<file path="src/rtl/alu_mul_seq_pkg.sv">
// Shared ALU function codes and multiplier sequencer state encoding.
package alu_mul_seq_pkg;

    // Bank 0 function codes (alu_func2 = 0)
    localparam logic [2:0] ALU_ADD = 3'b000;
    localparam logic [2:0] ALU_SUB = 3'b001;
    localparam logic [2:0] ALU_AND = 3'b010;
    localparam logic [2:0] ALU_OR  = 3'b011;
    localparam logic [2:0] ALU_XOR = 3'b100;
    localparam logic [2:0] ALU_LSH = 3'b101;
    localparam logic [2:0] ALU_RSH = 3'b110;

    // Bank 1 function codes (alu_func2 = 1)
    localparam logic [2:0] ALU_NOT = 3'b000;
    localparam logic [2:0] ALU_ROL = 3'b001;
    localparam logic [2:0] ALU_ROR = 3'b010;

    typedef enum logic [1:0] {
        S_IDLE  = 2'b00,
        S_ADD   = 2'b01,
        S_SHIFT = 2'b10,
        S_DONE  = 2'b11
    } mul_state_e;

endpackage

</file>
<file path="src/rtl/alu_mul_seq_if.sv">
// Request/result and shared-ALU lines between the multiplier sequencer and its parent.
interface alu_mul_seq_if #(
    parameter int WIDTH = 16
);
    logic               start;
    logic [WIDTH-1:0]   op_a;
    logic [WIDTH-1:0]   op_b;
    logic               busy;
    logic               done;
    logic [2*WIDTH-1:0] product;
    logic               ovf;
    logic [WIDTH-1:0]   alu_a;
    logic [WIDTH-1:0]   alu_b;
    logic [2:0]         alu_func;
    logic               alu_func2;
    logic               alu_cin;
    logic [WIDTH-1:0]   alu_out;
    logic               alu_c;

    // Sequencer side
    modport slave (
        input  start, op_a, op_b, alu_out, alu_c,
        output busy, done, product, ovf, alu_a, alu_b, alu_func, alu_func2, alu_cin
    );

    // Parent side: issues requests and hosts the shared ALU
    modport master (
        output start, op_a, op_b, alu_out, alu_c,
        input  busy, done, product, ovf, alu_a, alu_b, alu_func, alu_func2, alu_cin
    );
endinterface

</file>
<file path="src/rtl/alu_mul_seq.sv">
// Unsigned shift-add multiplier that borrows the shared ALU for every add and shift step.
module alu_mul_seq
    import alu_mul_seq_pkg::*;
#(
    parameter int WIDTH = 16,
    parameter int CNT_W = 5
) (
    input  logic          clk,
    input  logic          rst_n,
    alu_mul_seq_if.slave  bus
);

    localparam logic [CNT_W-1:0] CNT_LAST = CNT_W'(WIDTH - 1);
    localparam logic [WIDTH-1:0] ONE_W    = WIDTH'(1);

    mul_state_e           state_q;
    logic [WIDTH-1:0]     mcand_q;
    logic [WIDTH-1:0]     acc_hi_q;
    logic [WIDTH-1:0]     acc_lo_q;
    logic [CNT_W-1:0]     cnt_q;
    logic                 carry_q;
    logic                 busy_q;
    logic                 done_q;
    logic                 ovf_q;
    logic [2*WIDTH-1:0]   product_q;
    logic [WIDTH-1:0]     alu_a_q;
    logic [WIDTH-1:0]     alu_b_q;
    logic [2:0]           alu_func_q;
    logic [WIDTH-1:0]     sh_hi_d;
    logic [WIDTH-1:0]     sh_lo_d;

    function automatic logic [WIDTH-1:0] addend(input logic sel, input logic [WIDTH-1:0] m);
        return sel ? m : '0;
    endfunction

    // The ADD carry re-enters at the top while the ALU's shift-out bit feeds the low half.
    always_comb begin
        sh_hi_d = {carry_q, bus.alu_out[WIDTH-2:0]};
        sh_lo_d = {bus.alu_c, acc_lo_q[WIDTH-1:1]};
    end

    // Sequencer FSM; ALU operands are registered here so they hold steady for a full step.
    always_ff @(posedge clk or negedge rst_n) begin
        if (!rst_n) begin
            state_q    <= S_IDLE;
            mcand_q    <= '0;
            acc_hi_q   <= '0;
            acc_lo_q   <= '0;
            cnt_q      <= '0;
            carry_q    <= 1'b0;
            busy_q     <= 1'b0;
            done_q     <= 1'b0;
            ovf_q      <= 1'b0;
            product_q  <= '0;
            alu_a_q    <= '0;
            alu_b_q    <= '0;
            alu_func_q <= ALU_ADD;
        end else begin
            case (state_q)
                S_IDLE: begin
                    done_q <= 1'b0;
                    busy_q <= bus.start;
                    if (bus.start) begin
                        mcand_q    <= bus.op_a;
                        acc_lo_q   <= bus.op_b;
                        acc_hi_q   <= '0;
                        cnt_q      <= '0;
                        carry_q    <= 1'b0;
                        alu_a_q    <= addend(bus.op_b[0], bus.op_a);
                        alu_b_q    <= '0;
                        alu_func_q <= ALU_ADD;
                        state_q    <= S_ADD;
                    end else begin
                        alu_a_q    <= '0;
                        alu_b_q    <= '0;
                        alu_func_q <= ALU_ADD;
                        state_q    <= S_IDLE;
                    end
                end
                S_ADD: begin
                    acc_hi_q   <= bus.alu_out;
                    carry_q    <= bus.alu_c;
                    alu_a_q    <= ONE_W;
                    alu_b_q    <= bus.alu_out;
                    alu_func_q <= ALU_RSH;
                    state_q    <= S_SHIFT;
                end
                S_SHIFT: begin
                    acc_hi_q <= sh_hi_d;
                    acc_lo_q <= sh_lo_d;
                    cnt_q    <= cnt_q + CNT_W'(1);
                    if (cnt_q == CNT_LAST) begin
                        alu_a_q    <= '0;
                        alu_b_q    <= '0;
                        alu_func_q <= ALU_ADD;
                        state_q    <= S_DONE;
                    end else begin
                        alu_a_q    <= addend(sh_lo_d[0], mcand_q);
                        alu_b_q    <= sh_hi_d;
                        alu_func_q <= ALU_ADD;
                        state_q    <= S_ADD;
                    end
                end
                S_DONE: begin
                    done_q     <= 1'b1;
                    busy_q     <= 1'b1;
                    product_q  <= {acc_hi_q, acc_lo_q};
                    ovf_q      <= |acc_hi_q;
                    alu_a_q    <= '0;
                    alu_b_q    <= '0;
                    alu_func_q <= ALU_ADD;
                    state_q    <= S_IDLE;
                end
                default: begin
                    busy_q     <= 1'b0;
                    done_q     <= 1'b0;
                    alu_a_q    <= '0;
                    alu_b_q    <= '0;
                    alu_func_q <= ALU_ADD;
                    state_q    <= S_IDLE;
                end
            endcase
        end
    end

    assign bus.busy      = busy_q;
    assign bus.done      = done_q;
    assign bus.product   = product_q;
    assign bus.ovf       = ovf_q;
    assign bus.alu_a     = alu_a_q;
    assign bus.alu_b     = alu_b_q;
    assign bus.alu_func  = alu_func_q;
    assign bus.alu_func2 = 1'b0;
    assign bus.alu_cin   = 1'b0;

endmodule
</file>
<file path="src/flat_wrapper.sv">
// flat-port wrapper written by rule: the top's interface ports become plain ports
module alu_mul_seq_flat import alu_mul_seq_pkg::*;
#(
    parameter int WIDTH = 16,
    parameter int CNT_W = 5
)
  (clk, rst_n, bus_start, bus_op_a, bus_op_b, bus_alu_out, bus_alu_c, bus_busy, bus_done, bus_product, bus_ovf, bus_alu_a, bus_alu_b, bus_alu_func, bus_alu_func2, bus_alu_cin);
  alu_mul_seq_if #(.WIDTH(WIDTH)) bus_i ();
  input  logic clk;
  input  logic rst_n;
  input wire logic [$bits(bus_i.start)-1:0] bus_start;
  input wire logic [$bits(bus_i.op_a)-1:0] bus_op_a;
  input wire logic [$bits(bus_i.op_b)-1:0] bus_op_b;
  input wire logic [$bits(bus_i.alu_out)-1:0] bus_alu_out;
  input wire logic [$bits(bus_i.alu_c)-1:0] bus_alu_c;
  output wire logic [$bits(bus_i.busy)-1:0] bus_busy;
  output wire logic [$bits(bus_i.done)-1:0] bus_done;
  output wire logic [$bits(bus_i.product)-1:0] bus_product;
  output wire logic [$bits(bus_i.ovf)-1:0] bus_ovf;
  output wire logic [$bits(bus_i.alu_a)-1:0] bus_alu_a;
  output wire logic [$bits(bus_i.alu_b)-1:0] bus_alu_b;
  output wire logic [$bits(bus_i.alu_func)-1:0] bus_alu_func;
  output wire logic [$bits(bus_i.alu_func2)-1:0] bus_alu_func2;
  output wire logic [$bits(bus_i.alu_cin)-1:0] bus_alu_cin;
  assign bus_i.start = bus_start;
  assign bus_i.op_a = bus_op_a;
  assign bus_i.op_b = bus_op_b;
  assign bus_i.alu_out = bus_alu_out;
  assign bus_i.alu_c = bus_alu_c;
  assign bus_busy = bus_i.busy;
  assign bus_done = bus_i.done;
  assign bus_product = bus_i.product;
  assign bus_ovf = bus_i.ovf;
  assign bus_alu_a = bus_i.alu_a;
  assign bus_alu_b = bus_i.alu_b;
  assign bus_alu_func = bus_i.alu_func;
  assign bus_alu_func2 = bus_i.alu_func2;
  assign bus_alu_cin = bus_i.alu_cin;
  alu_mul_seq #(.WIDTH(WIDTH), .CNT_W(CNT_W)) u_core (.clk(clk), .rst_n(rst_n), .bus(bus_i));
endmodule
</file>
<file path="config.mk">
export PLATFORM = sky130hd
export DESIGN_NAME = alu_mul_seq_flat
export DESIGN_NICKNAME = d
export VERILOG_FILES = /design/src/rtl/alu_mul_seq_pkg.sv /design/src/rtl/alu_mul_seq_if.sv /design/src/rtl/alu_mul_seq.sv /design/src/flat_wrapper.sv
export SDC_FILE = /design/constraint.sdc
export NUM_CORES = 1
export LEC_CHECK = 0
export BUFFER_PORTS_ARGS = -buffer_cell sky130_fd_sc_hd__buf_2
export CORE_MARGIN = 4
export CORE_UTILIZATION = 48
export DETAILED_ROUTE_END_ITERATION = 7
export HOLD_SLACK_MARGIN = 0.12
export PLACE_DENSITY = 0.76
export SLEW_MARGIN = 20
export SYNTH_ARGS = -nofsm -noshare
export SYNTH_HDL_FRONTEND = slang
export SYNTH_SLANG_ARGS = --single-unit
</file>
<file path="constraint.sdc">
create_clock -name clk -period 1.67 [get_ports clk]
set_input_delay 0.167 -clock clk [delete_from_list [all_inputs] [get_ports clk]]
set_output_delay 0.167 -clock clk [all_outputs]
set_load 0.01 [all_outputs]
</file>
==> metrics.txt <==
result of the run=finished, final reports clean; Num CTS Buffers=17; maximum clock path buffer count=2; total power divided by cell area=1920 nW/um^2; number of maximum-capacitance violations=0; pre-CTS setup slack=-0.187 ns; Die Outline Area=11900 sq um; final period utilization=0.992; ranking of synthesized cells by area=sky130_fd_sc_hd__dfrtp_1, sky130_fd_sc_hd__mux2_2, sky130_fd_sc_hd__a22o_1; class of the most critical setup path=flop to flop; count of inserted antenna diode cells=0; worst-path maximum fanout=4; most used standard cells in the synthesized netlist=sky130_fd_sc_hd__dfrtp_1, sky130_fd_sc_hd__mux2_2, sky130_fd_sc_hd__a22o_1, sky130_fd_sc_hd__o21ai_0, sky130_fd_sc_hd__nand2_1; leading register cell type out of synthesis=sky130_fd_sc_hd__dfrtp_1; post-detailed-route DRC marker count=0; library cell with the largest summed area after synthesis=sky130_fd_sc_hd__dfrtp_1; share of the core filled with cells in the final layout=0.709; half-perimeter wire length of the detailed placement result=7.01 mm; WL/cell=16.9 um; number of standard cells in the final layout excluding fillers=685; unrepaired setup endpoints after global routing=true; arrival time of data at the critical path endpoint=2.05 ns; cell with the most instances after synthesis=sky130_fd_sc_hd__dfrtp_1; Final Slew Violations=0; minimum setup slack in the final design=0.0131 ns; part of the Yosys area used for sequential elements=0.633; share of flip-flops with an asynchronous set or reset after synthesis=1.00; H-tree levels=4; width of the chip=109 um; mean number of vias per cell=5.16; flops & latches, synth=124; Power, Total=13.4 mW; Top-Level Pins=124; Remaining Overflow, GRT=0; number of synthesized flops with an enable pin=0; antenna violations before repair=0; worst vdd rail ir drop=1.02 mV; initial DRC count=123; filler instances=628; number of warnings reported in the yosys synthesis log=0; vias after detailed routing=3534; distinct cell type count of the synthesized netlist=35; vias in the first global route=3790; Post-layout nets=598; Synth Cell Area=4900 sq um; clock insertion delay at the later pin of the skew report=0.51 ns; area occupied by registers=3100 sq um; starting density of the core=0.497; share of cells above drive strength 1=0.435; Core Box Area=9860 sq um; Sinks on Clock Net=124; overall fraction of global-route tracks in use=0.207; Routability Congestion=0.752; mean cell area of the mapped netlist=14.0 sq um; placed instance area=5740 sq um; number of nets still failing antenna checks after routing=0; required time of the critical path=2.07 ns; area of the multi-input gates=1700 sq um; die height=109 um; first-pass iteration count of the detailed router=4; number of instances in the synthesized netlist=350; final count of hold timing violations=0; path class of the lowest-slack min-delay path=input port to async pin; leakage component of the power=3.47 nW; Non-Filler Cell Area, Final=6990 sq um; # rows=36; number of cells in the design after placement=599; maximum clock frequency=604 MHz; element type at the critical path end=flop; CTS tree=built; Setup-failing EPs final=0; cell at the root of the clock tree=sky130_fd_sc_hd__clkbuf_8; Min Clock Period, post-route=1.66 ns; aggregate negative setup slack=0 ns; tightest slew margin relative to the limit=0.637; Worst Tran Pin Value=0.545 ns; pin count of the biggest net entering global routing=39; worst-case hold slack=0.183 ns; Clock Skews=0.0103 ns; crit start category=flop; global-route wire length before repair=18.6 mm; detailed-route wire length=11.5 mm; area overhead of the layout relative to synthesis=42.5%; top-area cell type share of the netlist area=0.633; count of buffers from port buffering=120; clock input transition at the sequential cells of the worst setup and hold paths=0.06 ns
cells by family (layout without fill, tap and decap cells):
group / Yosys count / after routing / synth area share
adders and majority gates: 7 / 7 / 0.0179
DFF: 124 / 124 / 0.633
other: 1 / 3 / 0.000765
muxes: 66 / 66 / 0.147
buffers and inverters: 30 / 230 / 0.0367
and+or+nand+nor: 56 / 56 / 0.0671
AOI/OAI and AO/OA: 66 / 66 / 0.0975
registers in the layout (all words and copies together), names as in the netlist:
name,flops
u_core.acc_lo_q,16
u_core.bus.done,1
u_core.bus.busy,1
u_core.cnt_q,5
u_core.carry_q,1
u_core.bus.ovf,1
u_core.bus.alu_b,16
u_core.acc_hi_q,16
u_core.bus.product,32
u_core.bus.alu_a,16
u_core.bus.alu_func,1
u_core.mcand_q,16
u_core.state_q,2
path summary, 6_finish.rpt:
| path | depth (start not counted) | to | slack (ns) | startpoint |
|---|---|---|---|---|
| min | 2 | u_core.mcand_q[14] | 0.18 | rst_n |
| min in group clk | 3 | u_core.acc_hi_q[11] | 0.42 | bus_alu_out[11] |
| max in group asynchronous | 3 | u_core.acc_hi_q[3] | 0.93 | rst_n |
| max | 7 | u_core.acc_hi_q[15] | 0.01 | u_core.state_q[0] |
| max reg2reg | 7 | u_core.acc_hi_q[15] | 0.01 | u_core.state_q[0] |
| min reg2reg | 2 | u_core.acc_lo_q[0] | 0.49 | u_core.acc_lo_q[0] |
critical path, stage by stage (launching register included):
cell,delay (ns)
sky130_fd_sc_hd__dfrtp_1,0.39
sky130_fd_sc_hd__buf_4,0.15
sky130_fd_sc_hd__ha_1,0.28
sky130_fd_sc_hd__buf_4,0.18
sky130_fd_sc_hd__and2_1,0.15
sky130_fd_sc_hd__a21oi_1,0.15
sky130_fd_sc_hd__nor2_1,0.07
sky130_fd_sc_hd__a22o_1,0.18
routing by layer:
layer / GRT usage / share of wire / vias to the layer above
met3: 0.0604 / 0.066 / 32
met4: 0.103 / 0.030 / 0
met5: 0 / 0 / -
li1: - / - / 1631
met2: 0.336 / 0.50 / 132
met1: 0.252 / 0.40 / 1739
area by class of cell:
cell class                 instances  area share
clock buffer                      17      0.0593
clock inverter                    15      0.0290
inverter                           6     0.00322
multi-input combinational        198       0.243
sequential                       124       0.444
tap                              133      0.0238
timing repair buffer             192       0.197
cell usage in the layout (no fill, tap or decap), types with 2 or more instances in the layout:
master and count:
sky130_fd_sc_hd__conb_1 3, sky130_fd_sc_hd__ha_2 4, sky130_fd_sc_hd__and2b_1 4, sky130_fd_sc_hd__and3_1 2
sky130_fd_sc_hd__inv_6 5, sky130_fd_sc_hd__buf_4 13, sky130_fd_sc_hd__o21ai_1 2, sky130_fd_sc_hd__nand3_1 3
sky130_fd_sc_hd__buf_12 8, sky130_fd_sc_hd__nor4_1 3, sky130_fd_sc_hd__nor2_1 2, sky130_fd_sc_hd__inv_1 5
sky130_fd_sc_hd__mux2i_1 16, sky130_fd_sc_hd__dlygate4sd3_1 51, sky130_fd_sc_hd__inv_8 4, sky130_fd_sc_hd__clkbuf_16 16
sky130_fd_sc_hd__bufinv_16 3, sky130_fd_sc_hd__a32o_1 2, sky130_fd_sc_hd__nor2b_1 12, sky130_fd_sc_hd__clkinvlp_4 2
sky130_fd_sc_hd__nand2b_4 2, sky130_fd_sc_hd__a22o_1 32, sky130_fd_sc_hd__buf_2 119, sky130_fd_sc_hd__mux2_2 50
sky130_fd_sc_hd__dfrtp_1 123, sky130_fd_sc_hd__nand2_1 21, sky130_fd_sc_hd__ha_4 2, sky130_fd_sc_hd__o21ai_0 22
power breakdown:
part	internal, mW	leakage, nW	switching (mW)
sequential	4.24	1.60	0.708
combinational	2.30	1.57	2.35
clock	2.34	0.298	1.45
what timing repair did:
action	in CTS	in global routing
hold endpoints to repair	206	0
pin swaps	17	8
gates resized for setup	11	8
setup buffers	2	2
endpoints found under the setup margin	46	68
cloned	1	0
hold buffers	51	0
Power figures use the tool's default switching activity.
